File: config.mk
export PLATFORM = sky130hd
export DESIGN_NAME = melody_sequencer
export DESIGN_NICKNAME = d
export VERILOG_FILES = /design/src/rtl/melody_pkg.sv /design/src/rtl/button_debouncer.sv /design/src/rtl/melody_sequencer.sv
export SDC_FILE = /design/constraint.sdc
export NUM_CORES = 1
export LEC_CHECK = 0
export BUFFER_PORTS_ARGS = -buffer_cell sky130_fd_sc_hd__clkbuf_2
export CAP_MARGIN = 10
export CORE_ASPECT_RATIO = 1.5
export CORE_MARGIN = 2
export CORE_UTILIZATION = 50
export CTS_CLUSTER_SIZE = 40
export DETAILED_ROUTE_END_ITERATION = 16
export PLACE_DENSITY = 0.71
export SLEW_MARGIN = 0
export SYNTH_ARGS = -nofsm -noshare
export SYNTH_HDL_FRONTEND = slang
export SYNTH_SLANG_ARGS = --single-unit
File: constraint.sdc
create_clock -name clk -period 2.3 [get_ports clk]
set_input_delay 0.23 -clock clk [delete_from_list [all_inputs] [get_ports clk]]
set_output_delay 0.23 -clock clk [all_outputs]
set_load 0.02 [all_outputs]
File: src/rtl/melody_pkg.sv
// Shared note codes, sequencer state type and default song for the melody sequencer.
package melody_pkg;

  localparam logic [3:0] NOTE_DO   = 4'h0;
  localparam logic [3:0] NOTE_RE   = 4'h1;
  localparam logic [3:0] NOTE_MI   = 4'h2;
  localparam logic [3:0] NOTE_FA   = 4'h3;
  localparam logic [3:0] NOTE_SO   = 4'h4;
  localparam logic [3:0] NOTE_LA   = 4'h5;
  localparam logic [3:0] NOTE_SI   = 4'h6;
  localparam logic [3:0] NOTE_REST = 4'hF;

  typedef enum logic [1:0] {
    IDLE  = 2'd0,
    PLAY  = 2'd1,
    PAUSE = 2'd2
  } state_e;

  // Nibble [3:0] plays first.
  localparam logic [127:0] DEFAULT_SONG = 128'hffff0261354760225411022546103332;

  // Codes 7..E carry no pitch and are played as rests.
  function automatic logic is_note(input logic [3:0] code);
    return code <= NOTE_SI;
  endfunction

endpackage

File: src/rtl/button_debouncer.sv
// Two-flop synchroniser, hold-time debounce counter and rising-edge press pulse
// for a raw asynchronous push button.
module button_debouncer #(
  parameter int DEBOUNCE_CYCLES = 1000000
) (
  input  logic clk,
  input  logic rst,
  input  logic btn_i,
  output logic press_o
);

  localparam int CNT_W = (DEBOUNCE_CYCLES > 1) ? $clog2(DEBOUNCE_CYCLES) : 1;
  localparam logic [CNT_W-1:0] CNT_LAST = CNT_W'(DEBOUNCE_CYCLES - 1);

  logic [1:0]       sync_q;
  logic [CNT_W-1:0] cnt_q, cnt_d;
  logic             level_q, level_d;
  logic             press_q, press_d;

  always_comb begin
    cnt_d   = '0;
    level_d = level_q;
    // Any cycle where the synced input agrees with the accepted level restarts the hold time.
    if (sync_q[1] != level_q) begin
      if (cnt_q == CNT_LAST) begin
        level_d = ~level_q;
      end else begin
        cnt_d = cnt_q + 1'b1;
      end
    end
    press_d = level_d & ~level_q;
  end

  always_ff @(posedge clk) begin
    if (rst) begin
      sync_q  <= '0;
      cnt_q   <= '0;
      level_q <= 1'b0;
      press_q <= 1'b0;
    end else begin
      sync_q  <= {sync_q[0], btn_i};
      cnt_q   <= cnt_d;
      level_q <= level_d;
      press_q <= press_d;
    end
  end

  assign press_o = press_q;

endmodule

File: src/rtl/melody_sequencer.sv
// Play/pause song sequencer feeding the buzzer tone generator with one note code per beat.
// Build option: define MELODY_SEQUENCER_LOOP_EN to loop the song instead of stopping at its end.
module melody_sequencer
  import melody_pkg::*;
#(
  parameter int CLK_FRE         = 100000000,
  parameter int BEAT_CYCLES     = 25000000,
  parameter int GAP_CYCLES      = 2500000,
  parameter int DEBOUNCE_CYCLES = 1000000,
  parameter int SONG_LEN        = 32,
  parameter logic [4*SONG_LEN-1:0] SONG = (4*SONG_LEN)'(DEFAULT_SONG)
) (
  input  logic       clk,
  input  logic       rst,
  input  logic       btn_play,
  output logic [3:0] note_code,
  output logic       note_on,
  output logic       beat_tick,
  output logic       playing,
  output logic       song_done
);

  // CLK_FRE only documents the clock rate; a non-positive value collapses beats to one cycle.
  localparam int BEAT_LEN = (CLK_FRE > 0) ? BEAT_CYCLES : 1;
  localparam int CNT_W    = (BEAT_LEN > 1) ? $clog2(BEAT_LEN) : 1;
  localparam int IDX_W    = (SONG_LEN > 1) ? $clog2(SONG_LEN) : 1;
  localparam logic [CNT_W-1:0] CNT_LAST     = CNT_W'(BEAT_LEN - 1);
  localparam logic [IDX_W-1:0] IDX_LAST     = IDX_W'(SONG_LEN - 1);
  localparam logic [31:0]      SOUND_CYCLES = 32'(BEAT_LEN - GAP_CYCLES);

  logic [3:0] song_mem [SONG_LEN];

  for (genvar gi = 0; gi < SONG_LEN; gi++) begin : g_song
    assign song_mem[gi] = SONG[4*gi +: 4];
  end

  logic press;

  button_debouncer #(
    .DEBOUNCE_CYCLES(DEBOUNCE_CYCLES)
  ) u_debouncer (
    .clk    (clk),
    .rst    (rst),
    .btn_i  (btn_play),
    .press_o(press)
  );

  state_e           state_q, state_d;
  logic [IDX_W-1:0] idx_q, idx_d;
  logic [CNT_W-1:0] beat_cnt_q, beat_cnt_d;
  logic             beat_end, last_beat;

  always_comb begin
    state_d    = state_q;
    idx_d      = idx_q;
    beat_cnt_d = beat_cnt_q;
    beat_end   = (state_q == PLAY) && (beat_cnt_q == CNT_LAST);
    last_beat  = beat_end && (idx_q == IDX_LAST);

    unique case (state_q)
      IDLE: begin
        if (press) begin
          state_d    = PLAY;
          beat_cnt_d = '0;
        end
      end
      PLAY: begin
        if (beat_end) begin
          beat_cnt_d = '0;
          idx_d      = last_beat ? '0 : idx_q + 1'b1;
        end else if (!press) begin
          beat_cnt_d = beat_cnt_q + 1'b1;
        end
        if (last_beat) begin
`ifdef MELODY_SEQUENCER_LOOP_EN
          if (press) state_d = PAUSE;
`else
          // The end of the song takes priority over a coincident press.
          state_d = IDLE;
`endif
        end else if (press) begin
          state_d = PAUSE;
        end
      end
      PAUSE: begin
        if (press) state_d = PLAY;
      end
      default: state_d = IDLE;
    endcase
  end

  logic [3:0] raw_code;
  logic       sounding;
  logic [3:0] note_code_q, note_code_d;
  logic       note_on_q, note_on_d;
  logic       beat_tick_q, playing_q, song_done_q;

  always_comb begin
    raw_code    = song_mem[idx_q];
    sounding    = (state_q == PLAY) && (32'(beat_cnt_q) < SOUND_CYCLES);
    note_on_d   = sounding && is_note(raw_code);
    note_code_d = note_on_d ? raw_code : NOTE_REST;
  end

  always_ff @(posedge clk) begin
    if (rst) begin
      state_q     <= IDLE;
      idx_q       <= '0;
      beat_cnt_q  <= '0;
      note_code_q <= NOTE_REST;
      note_on_q   <= 1'b0;
      beat_tick_q <= 1'b0;
      playing_q   <= 1'b0;
      song_done_q <= 1'b0;
    end else begin
      state_q     <= state_d;
      idx_q       <= idx_d;
      beat_cnt_q  <= beat_cnt_d;
      note_code_q <= note_code_d;
      note_on_q   <= note_on_d;
      beat_tick_q <= (state_q == PLAY) && (beat_cnt_q == '0);
      playing_q   <= (state_q == PLAY);
      song_done_q <= last_beat;
    end
  end

  assign note_code = note_code_q;
  assign note_on   = note_on_q;
  assign beat_tick = beat_tick_q;
  assign playing   = playing_q;
  assign song_done = song_done_q;

endmodule

# After elaboration in Yosys (flattened, before gate mapping)
# Memories as Yosys holds them, arrays and structs flattened.
# Cells that the tools add are included.
dict set report word_totals {
  register_bits 64
  romBits 128
  input_bits 3
  out_inout_bits 8
  word_cells 61
  n_memories 1
}
# name depth width read_ports rd_ports_with_merged_regs wr line
set mem_list {}
lappend mem_list {{(name not given)} 32 4 1 0 0 melody_sequencer.sv:99} ;# raw_code = song_mem[idx_q];
dict set report classes {
  n_addsub 3
  order_cmp 3
  n_eq_ne 10
  mux 13
  bitwise_logic 5
  reduce_logical 14
}
# operator count
set op_table {}
lappend op_table {{two-way mux 25 bit} 3}
lappend op_table {{one-hot mux 25 bit (2 select lines)} 1}
lappend op_table {{adder 25 x 1 -> 25 bit (second input constant)} 1}
lappend op_table {{== test 25 bit (second input constant)} 1}
lappend op_table {{logical NOT 25 bit} 1}
lappend op_table {{< comparator 25 bit (second input constant)} 1}
lappend op_table {{adder 20 x 1 -> 20 bit (second input constant)} 1}
lappend op_table {{== test 20 bit (second input constant)} 1}
lappend op_table {{two-way mux 4 bit} 2}
lappend op_table {{greater-or-equal comparator 6 bit (second input constant)} 1}
lappend op_table {{two-way mux 2 bit} 3}
lappend op_table {{NOT 5 -> 6 bit} 1}
lappend op_table {{adder 5 x 1 -> 5 bit (second input constant)} 1}
lappend op_table {{== test 5 bit (second input constant)} 1}
lappend op_table {{logical AND 1 bit} 5}
lappend op_table {{two-way mux 5 bit} 1}
lappend op_table {{less-or-equal comparator 4 x 3 -> 1 bit (second input constant)} 1}
lappend op_table {{!= test 2 x 1 -> 1 bit (second input constant)} 2}
lappend op_table {{one-hot mux 2 bit (2 select lines)} 1}
lappend op_table {{AND reduction 2 bit} 2}
lappend op_table {{OR reduction 2 bit} 2}
lappend op_table {{!= test 3 x 2 -> 1 bit (second input constant)} 1}
lappend op_table {{!= test 3 bit (second input constant)} 1}
lappend op_table {{NOT 1 bit} 3}
lappend op_table {{9 further kinds} 10}

# Longest topological paths before layout
dict set report logic_depth {
  depth_word 8
  depth_mapped 9
  depth_no_buf 6
}

# Cells and area by module
# A second synthesis with hierarchy kept.
dict set report unflattened {
  cells_unflattened 404
  hier_area_um2 3369.5
}
# module instances cells_each area_each_um2 seq_area_each_um2
set modules_own_cells {}
lappend modules_own_cells {melody_sequencer 1 287 2322.2 800.8}
lappend modules_own_cells {button_debouncer 1 117 1047.3 480.5}

# Worst setup path before layout
# No wires, ideal clock.
dict set report synth_path {
  kind {register to register}
  from {reg beat_cnt_q[0]}
  to {reg beat_cnt_q[23]}
  setup_ns 0.070
  arrival_time_ns 1.845
  required_ns 2.230
  setup_slack_ns 0.385
  path_stages_with_launch 9
  path_buffers 2
  synth_period_minus_slack_ns 1.915
  path_cell_list {dfxtp_1 > ha_1 > and4_1 > and3_1 > buf_2 > a21oi_2 > buf_6 > or4_1 > a21oi_1}
}
dict set report synth_via {
  elab_chain_len 4
  elab_cells_between_ends 8
  cone_classes {add/sub: 1; eq/ne: 2; mux: 3; reduce/logical: 2}
}
# element line
set synth_lines {}
lappend synth_lines {{start: declaration} melody_sequencer.sv:50} ;# logic [CNT_W-1:0] beat_cnt_q, beat_cnt_d;
lappend synth_lines {{start signal: assignment} melody_sequencer.sv:118} ;# beat_cnt_q <= beat_cnt_d;
lappend synth_lines {{adder 25 x 1 -> 25 bit or == test 25 bit (tied branches)} {melody_sequencer.sv:72, melody_sequencer.sv:57}}
lappend synth_lines {{two-way mux 25 bit or logical AND 1 bit (tied branches)} {melody_sequencer.sv:71, melody_sequencer.sv:57}}
lappend synth_lines {{two-way mux 25 bit or != test 3 bit (tied branches)} --}
lappend synth_lines {{one-hot mux 25 bit (2 select lines) or AND reduction 3 bit (tied branches)} --}
# Several ways; a longest one is shown, not always the timed one. The select of a mux whose other input is x is not followed.
# A chain may end at the register's enable or synchronous reset.

# Worst setup path in the final report
dict set report layout_path {
  from {reg beat_cnt_q[0]}
  to {reg beat_cnt_q[3]}
}
# Same word-level chain as after synthesis.

==> flow_summary.yaml <==
power:
  power_density_mw_per_mm2: 621
  peakVddDrop_mv: 0.474
  leakage_nw: 1.19
  p_total_mw: 2.23
route:
  ant_nets: 0
  drtPass1Iterations: 6
  vias: 2831
  wl_mm: 6.99
  drt_iter0_markers: 88
  routed_via_density: 5.87
  wl_per_cell_um: 14.5
  drc: 0
yosys:
  synth_cell_types: 50
  synth.top_cell.area_share: 0.395
  yosysWarningCount: 0
  ys_ff_latch: 64
  synthArstFlopShare: 0
  synth_seq_area_share: 0.395
  syn-cell-area_mm2: 0.00324
  ys_top_cells_by_area: "dfxtp_1, a21oi_1, nor2_1"
  syn_avg_cell_area_um2: 8.25
  synth_enable_flop_cells: 0
  syn_nets: 407
  synth_top_area_cell: "dfxtp_1"
  ys.flop_type: "dfxtp_1"
  synth_cells: 393
clocking:
  clk_latency_ns: 0.35
  clk_pin_slew_ns: 0.07
  cts_tree: "done"
  cts.sink_count: 64
  cts_buffers: 9
  postCtsHoldBufs: 0
  clk_path_buf_depth: 2
  cts_max_level: 3
  clockRootBuffer: "clkbuf_8"
  post_cts_buffers: 0
  post_cts_resized: 0
timing:
  fin_crit_ns: 2.10
  drv_slew: 0
  fmax_mhz: 476
  timing.final.hold_violations: 0
  fin_skew_ns: 0.0100
  rsz0062_at_grt: "false"
  tns_ns: 0
  worstMarginPinSlew_ns: 0.441
  finalCritPeriodShare: 0.913
  setup_violations: 0
  slew_headroom: 0.706
die:
  fp.dieW_um: 69.7
  ios: 11
  die-area_mm2: 0.00716
  start_util: 0.521
  rows: 35
  die_h_um: 103
  core_mm2: 0.00622
worst_setup_path:
  crit_path_cell_trace: "ha_1, and4_1, and3_2, a21oi_2, buf_4, or4_1, a21oi_1"
  cp_slowest_cell: "or4_1"
  path_max_fanout: 21
  cp_top_family: "simple AND/OR/NAND/NOR gates"
  cp-start-kind: "flip-flop"
  crit_arrival_ns: 2.37
  cp.required_ns: 2.57
  critPathBufInv: 1
  critPathKind: "reg2reg"
  cpPeakStageDelay_ns: 0.50
  crit_path_end_kind: "flip-flop"
finish:
  antenna_cells: 0
  regArea_mm2: 0.00128
  final_cell_mix: "dfxtp_1, nor2_1, a21oi_1"
  fillers: 601
  drive_gt1_frac: 0.105
  areaGrowthSynthToFinish_pct: 10.8
  multiInputGateArea_mm2: 0.00183
  layout.cells.most_common: "dfxtp_1"
  nets: 417
global_route:
  grt_usage: 0.212
  antenna_found_initial: 0
  grt_max_degree: 26
  grt_pass1_vias: 2583
  grt_remaining_overflow: 0
  grt_pass1_wl_mm: 12.0
outcome:
  status: "finished clean"
placed_design:
  io_buffers: 10
  place_congestion: 0.886
  place_hpwl_mm: 4.93
hold_path:
  hold_class: "in2reg"
run:
  drv_cap: 0
cells in the mapped netlist, types with 11 or more instances:
library cell   n
o21ai_0       16
nand3_1       21
and4_1        12
o31ai_1       11
or3_1         16
a21oi_1       40
nand4_1       11
ha_1          11
nand2_1       31
clkbuf_1      11
or4_1         11
nor2_1        41
dfxtp_1       64
state kept, by name (all words and copies together) (netlist names), 2 cells and up:
| register | cells |
|---|---|
| state_q | 2 |
| u_debouncer.cnt_q | 20 |
| beat_cnt_q | 25 |
| u_debouncer.sync_q | 2 |
| note_code | 4 |
| idx_q | 5 |
worst paths after layout:
kind | start | endpoint | slack [ns] | cells after the start
max | beat_cnt_q[0] | beat_cnt_q[3] | 0.20 | 7
min | btn_play | u_debouncer.sync_q[0] | 0.09 | 2
max reg2reg | beat_cnt_q[0] | beat_cnt_q[3] | 0.20 | 7
min reg2reg | u_debouncer.sync_q[0] | u_debouncer.sync_q[1] | 0.44 | 1
stage by stage:
| step | hold slack (ns) | instance area, µm² | std cells | utilization | worst slack [ns] |
|---|---|---|---|---|---|
| detailed placement | 0.432 | 3360 | 466 | 0.540 | 0.176 |
| finish | 0.0911 | 3590 | 482 | 0.578 | 0.201 |
| CTS | 0.0725 | 3590 | 482 | 0.577 | 0.145 |
| global placement | 0.419 | 3360 | 466 | 0.540 | 0.247 |
| floorplan | 0.302 | 3240 | 393 | - | 0.385 |
| global route | 0.0990 | 3590 | 482 | 0.578 | 0.0256 |
logic make-up after synthesis:
| logic type | share of synthesized area |
|---|---|
| flip-flops | 0.395 |
| adder cells (fa/ha/maj) | 0.0425 |
| AO/OA/AOI/OAI | 0.162 |
| buffers and inverters | 0.0421 |
| AND/OR/NAND/NOR | 0.298 |
| XOR/XNOR | 0.0540 |
| multiplexers | 0.00618 |
layer usage:
layer | global-route usage | up-vias | part of all wire
met4 | 0.0828 | 0 | 0.019
met5 | 0 | - | 0
met3 | 0.0577 | 12 | 0.027
met2 | 0.359 | 36 | 0.51
li1 | - | 1457 | -
met1 | 0.257 | 1326 | 0.45
area by class of cell:
class                           count  share of cell area
Clock buffer                       11              0.0421
Clock inverter                      5              0.0219
Inverter                           10              0.0104
Multi-Input combinational cell    298               0.508
Sequential cell                    64               0.357
Tap cell                           74              0.0258
Timing Repair Buffer               20              0.0348
where the power goes:
group | internal, mW | switching (mW)
logic | 0.00564 | 0.0149
registers | 1.11 | 0.00134
clock network | 0.667 | 0.433
total | 1.78 | 0.450
worst register-to-register path, delay by kind of cell, from the launching register on:
kind,cells,cell delay [ns]
simple gates,3,1.00
flops,1,0.39
compound gates,2,0.23
fa+ha+maj,1,0.20
buf+inv,1,0.20
Power figures use the tool's default switching activity.
